## src/rtl/im_fetch_ctrl.sv

```systemverilog
// Instruction-memory port arbiter: a program loader streams words in during LOAD,
// the CPU fetch path reads combinationally during RUN, bad PCs park the core in FAULT.
module im_fetch_ctrl #(
    parameter int AW            = 10,
    parameter bit LOAD_ON_RESET = 1'b1
) (
    input  logic          clk,
    input  logic          rst,
    input  logic [31:0]   pc,
    output logic [31:0]   instr,
    output logic          cpu_stall,
    output logic          fetch_fault,
    input  logic          ld_start,
    input  logic [AW-1:0] ld_base,
    input  logic          ld_valid,
    input  logic [31:0]   ld_data,
    input  logic          ld_last,
    output logic          ld_ready,
    output logic          ld_err,
    output logic [AW-1:0] im_addr,
    output logic          im_we,
    output logic [31:0]   im_wdata,
    input  logic [31:0]   im_dout
);

    typedef enum logic [1:0] {S_LOAD, S_RUN, S_FAULT} state_t;

    localparam state_t RST_STATE = LOAD_ON_RESET ? S_LOAD : S_RUN;

    state_t        r_state, w_state_nxt;
    logic [AW-1:0] r_ptr, w_ptr_nxt;
    logic          r_ld_err, w_ld_err_nxt;
    logic          w_pc_bad;

    assign w_pc_bad = (pc[1:0] != 2'b00) || (pc[31:AW+2] != '0);
    assign ld_err   = r_ld_err;

    always_comb begin
        w_state_nxt  = r_state;
        w_ptr_nxt    = r_ptr;
        w_ld_err_nxt = r_ld_err;
        instr        = 32'h0;
        cpu_stall    = 1'b1;
        fetch_fault  = 1'b0;
        ld_ready     = 1'b0;
        im_addr      = '0;
        im_we        = 1'b0;
        im_wdata     = 32'h0;
        case (r_state)
            S_LOAD: begin
                // rst gates the strobes so an in-flight word is dropped at once
                ld_ready = !rst;
                im_addr  = r_ptr;
                im_we    = ld_valid && !rst;
                im_wdata = ld_valid ? ld_data : 32'h0;
                if (ld_valid) begin
                    w_ptr_nxt = r_ptr + 1'b1;
                    if (ld_last)
                        w_state_nxt = S_RUN;
                    else if (r_ptr == '1)
                        w_ld_err_nxt = 1'b1;
                end
            end
            S_RUN: begin
                cpu_stall = w_pc_bad;
                im_addr   = pc[AW+1:2];
                instr     = w_pc_bad ? 32'h0 : im_dout;
                if (ld_start) begin
                    w_state_nxt  = S_LOAD;
                    w_ptr_nxt    = ld_base;
                    w_ld_err_nxt = 1'b0;
                end else if (w_pc_bad) begin
                    w_state_nxt = S_FAULT;
                end
            end
            S_FAULT: begin
                fetch_fault = 1'b1;
                if (ld_start) begin
                    w_state_nxt  = S_LOAD;
                    w_ptr_nxt    = ld_base;
                    w_ld_err_nxt = 1'b0;
                end
            end
            default: w_state_nxt = RST_STATE;
        endcase
    end

    always_ff @(posedge clk) begin
        if (rst) begin
            r_state  <= RST_STATE;
            r_ptr    <= '0;
            r_ld_err <= 1'b0;
        end else begin
            r_state  <= w_state_nxt;
            r_ptr    <= w_ptr_nxt;
            r_ld_err <= w_ld_err_nxt;
        end
    end

endmodule

```

## config.mk

```make
export PLATFORM = sky130hd
export DESIGN_NAME = im_fetch_ctrl
export DESIGN_NICKNAME = d
export VERILOG_FILES = /design/src/rtl/im_fetch_ctrl.sv
export SDC_FILE = /design/constraint.sdc
export NUM_CORES = 1
export LEC_CHECK = 0
export BUFFER_PORTS_ARGS = -buffer_cell sky130_fd_sc_hd__buf_2
export CAP_MARGIN = 0
export CORE_MARGIN = 3
export CORE_UTILIZATION = 32
export DETAILED_ROUTE_END_ITERATION = 8
export PLACE_DENSITY = 0.91
export SETUP_SLACK_MARGIN = 0.05
export SKIP_LAST_GASP = 1
export SLEW_MARGIN = 20
export SYNTH_ARGS = -nofsm -noshare
export SYNTH_HDL_FRONTEND = slang
export SYNTH_SLANG_ARGS = --single-unit
```

## constraint.sdc

```tcl
create_clock -name clk -period 2.6 [get_ports clk]
set_input_delay 0.52 -clock clk [delete_from_list [all_inputs] [get_ports clk]]
set_output_delay 0.52 -clock clk [all_outputs]
set_load 0.02 [all_outputs]
```

# ---- Word level (Yosys, flattened, before mapping)
# Cells that the tools add are included.
dict set report op_classes {
  reduce_logical 11
  n_addsub 1
  n_mux 23
  eq_ne 10
}
# operator count
set ops {}
lappend ops {{$mux W32} 4}
lappend ops {{$pmux W10 S2} 2}
lappend ops {{$mux W10} 2}
lappend ops {{$reduce_bool A20 Y1} 1}
lappend ops {{$add A10 B1 Y10 const B} 1}
lappend ops {{$eq A10 B10 Y1 const B} 1}
lappend ops {{$mux W2} 5}
lappend ops {{$ne A2 B2 Y1 const B} 5}
lappend ops {{$mux W1} 8}
lappend ops {{$pmux W2 S3} 1}
lappend ops {{$reduce_and A5 Y1} 1}
lappend ops {{$reduce_and A4 Y1} 1}
lappend ops {{$reduce_bool A2 Y1} 2}
lappend ops {{$ne A3 B3 Y1 const B} 1}
lappend ops {{$reduce_and A3 Y1} 1}
lappend ops {{$eq A2 B1 Y1 const B} 1}
lappend ops {{$eq A2 B2 Y1 const B} 1}
lappend ops {{$logic_not A2 Y1} 1}
lappend ops {{$ne A2 B1 Y1 const B} 1}
lappend ops {{$pmux W1 S2} 1}
lappend ops {{$reduce_or A2 Y1} 1}
lappend ops {{$logic_and A1 B1 Y1} 1}
lappend ops {{$logic_not A1 Y1} 1}
lappend ops {{$logic_or A1 B1 Y1} 1}
dict set report totals {
  output_inout_bits 79
  in_bits 111
  register_bits 13
  wordCells 48
}

# ---- Logic depth before layout (Yosys ltp)
dict set report depth {
  word_depth 5
  mapped_depth 8
  mapped_depth_nobuf 6
}

# ---- Least setup slack after synthesis
# Ideal clock, no wire load.
dict set report synth_path {
  kind {input -> output}
  from {input pc[21]}
  to {output instr[22]}
  required_time_ns 2.080
  path_slack_ns 0.413
  t_arrival_ns 1.667
  path_buffers 1
  stages 5
  cell_sequence {nor4_1 > nand4_1 > nor2_1 > clkbuf_1 > and2_1}
}
dict set report synth_between {
  elab_chain_len 4
}
# element line
set synth_rtl {}
lappend synth_rtl {{start, declared} 9} ;# input logic [31:0] pc,
lappend synth_rtl {{$reduce_bool A20 Y1} 35} ;# assign w_pc_bad = (pc[1:0] != 2'b00) || (pc[31:AW+2] != '0);
lappend synth_rtl {{$logic_or A1 B1 Y1} 35}
lappend synth_rtl {{$mux W32} 67} ;# instr = w_pc_bad ? 32'h0 : im_dout;
lappend synth_rtl {{$mux W32} 49} ;# case (r_state)
lappend synth_rtl {{end, declared} 10} ;# output logic [31:0] instr,
# Every way passes these cells.

# ---- Final worst setup path
dict set report layout_path {
  from {register r_state[1]}
  to {output instr[21]}
}
dict set report layout_between {
  elab_chain_len 2
}
# element line
set layout_rtl {}
lappend layout_rtl {{start, declared} 30} ;# state_t r_state, w_state_nxt;
lappend layout_rtl {{start signal, assigned} 94} ;# r_state <= w_state_nxt;
lappend layout_rtl {{$eq A2 B1 Y1} 49}
lappend layout_rtl {{$mux W32} 49}
# Every way passes these cells.

==> metrics.md <==
| Metric | Value |
|---|---|
| Rel. slew slack | `0.7002` |
| CTS tree | `built` |
| Pin count of the biggest net entering global routing | `50` |
| Starting DRT DRC Count | `105` |
| CTS root buf | `clkbuf_8` |
| Netlist cell types | `38` |
| HPWL after DPL | `5.214 mm` |
| Critical path class | `reg -> out` |
| Cell accounting for the most synthesized area | `dfxtp_1` |
| Core area | `4384 um^2` |
| Most frequent cells in the layout | `buf_2 (185), and3_1 (33), and2_1 (32)` |
| Commonest non-fill, non-tap cell in the layout | `buf_2` |
| Drt total wl | `6.509 mm` |
| Skew final | `0.005422 ns` |
| Row count | `24` |
| Reg2Reg Setup Slack | `0.66 ns` |
| Share of the synthesized area in the top cell type | `0.1773` |
| Setup TNS | `0 ns` |
| Total die area | `5435 um^2` |
| CP Max Fanout | `9` |
| CTS Buf Count | `3` |
| DP Area | `2457 um^2` |
| IO Count | `190` |
| Die W | `73.73 um` |
| First-pass DRT Iterations | `4` |
| Synthesized net count | `325` |
| Global-route wire length before repair | `8.756 mm` |
| # hold bufs at CTS | `0` |
| Clock Path Buffers | `2` |
| Synth-to-layout area growth | `74.68%` |
| Via/cell ratio | `5.186` |
| Vias after detailed routing | `2313` |
| Initial antenna violation count | `0` |
| Fin crit share | `0.9399` |
| Vias in the first global route | `1864` |
| Wirelength per Cell | `14.59 um` |
| Max-cap violations | `0` |
| Synth warn | `0` |
| Clk_lat worst skew | `0.24 ns` |
| Outcome | `finished clean` |
| Antenna Nets Post-Route | `0` |
| Fin. Hold Viols | `0` |
| EDFF count, synth | `0` |
| Worst Setup End Kind | `output pin` |
| Post-route cell area | `2564 um^2` |
| Ant diodes | `0` |
| CP Data Arrival Time | `1.92 ns` |
| Maximum vdd ir drop | `0.3871 mV` |
| Count of final setup violators | `0` |
| Syn avg cell area | `6.989 um^2` |
| GRT overflow | `0` |
| Post-Synthesis Cell Area | `1468 um^2` |
| Synth top area cells | `dfxtp_1 (18%), and3_1 (14%), and2_1 (14%), a22o_1 (7.8%), nand2_1 (4.1%)` |
| Pwr dens | `332.4 nW/um^2` |
| LEAKAGE | `0.001524 uW` |
| CP required | `2.08 ns` |
| Drc violations | `0` |
| Number of H-tree levels | `1` |
| Sequential cell area fraction in the yosys report | `0.1773` |
| RSZ-0062 raised after global routing | `true` |
| Fraction of layout cells with a size suffix above 1 | `0.5254` |
| Post-synthesis register bit count | `13` |
| Initial Util | `0.3348` |
| Die height | `73.73 um` |
| Minimum clock period | `2.444 ns` |
| Achievable Freq | `0.4092 GHz` |
| Total track usage | `0.2005` |
| Worst Hold Class | `reg -> reg` |
| Clk slew on worst S/H paths | `0.06 ns` |
| Layout net count | `510` |
| # port buffers | `189` |
| Crit path launch type | `flop` |
| Ys async rst share | `0` |
| CTS sink cnt | `13` |
| Gate Count Post-Synth | `210` |
| GPL Wtd Cong | `0.8003` |
| Worst slew pin tran | `0.4496 ns` |
| Final number of max-transition violations | `0` |
| Main synth FF type | `dfxtp_1` |
worst paths after layout:
kind                    from         end  cells after the start
setup / recovery  r_state[1]   instr[21]                      8
hold / removal    r_state[1]  r_state[1]                      2
setup reg to reg  r_state[1]  r_state[1]                      7
hold reg to reg   r_state[1]  r_state[1]                      2
where the power goes:
| part | switching (uW) | internal (uW) | total [uW] |
|---|---|---|---|
| Sequential | 22.9 | 214 | 237 |
| Combinational | 246 | 193 | 439 |
| Clock | 68.1 | 108 | 176 |
area by class of cell:
type	count	area (um^2)
tap	52	65.06
fill	396	1821
clock buffer	4	45.04
sequential	13	260.3
timing repair buffer	198	1047
inverter	6	22.52
multi-input combinational	173	1124
per-layer routing:
layer,vias to the layer above,track usage,share of wire
met1,1042,0.2793,0.42
met3,2,0.03283,0.091
li1,1139,-,-
met2,130,0.3356,0.49
met5,-,0,0
met4,0,0.01610,0.0017
Yosys cell counts, types with 6 or more instances:
cell type / count
and3_1: 33
and2_1: 32
nand2_1: 16
clkbuf_1: 14
a22o_1: 13
dfxtp_1: 13
a21oi_1: 10
nor2_1: 10
o21ai_0: 7
inv_1: 6
sequential cells by signal, summed over array words and instances, names as in the netlist:
| name | flops |
|---|---|
| ld_err | 1 |
| r_ptr | 10 |
| r_state | 2 |
worst max-delay path, cell delays in order, from the launching register on:
cell and delay [ns]:
dfxtp_1 0.33, inv_2 0.08, ha_2 0.18, nor4b_2 0.17, nand4_1 0.24, nor2_4 0.21, buf_6 0.14, and2_1 0.17
buf_4 0.16
stage by stage:
| stage | util | total power [uW] | hold slack [ns] | instances | setup WS (ns) |
|---|---|---|---|---|---|
| global route | 0.5848 | 912.5 | 0.5455 | 446 | 0.01503 |
| CTS | 0.5708 | 859.9 | 0.4935 | 442 | 0.09292 |
| detailed placement | 0.5605 | 680.8 | 0.4853 | 438 | 0.2183 |
| floorplan | - | 493.8 | 0.4630 | 210 | 0.4128 |
| finish | 0.5848 | 852.2 | 0.5063 | 446 | 0.1562 |
| global placement | 0.5605 | 669.0 | 0.4800 | 438 | 0.2270 |
cells by family (layout without fill, tap and decap cells):
logic type / Yosys count / in the layout / share of synthesized area
AND/OR/NAND/NOR: 113 / 113 / 0.4450
AO/OA/AOI/OAI: 55 / 55 / 0.2728
buffers and inverters: 24 / 208 / 0.06393
flip-flops: 13 / 13 / 0.1773
adder cells (fa/ha/maj): 4 / 4 / 0.03410
multiplexers: 1 / 1 / 0.006820
what timing repair did:
item / CTS / global route
setup buffers: 0 / 2
setup endpoints to repair: 0 / 33
gates resized for setup: 0 / 14
endpoints found under the hold margin: 0 / 0
Power figures use the tool's default switching activity.
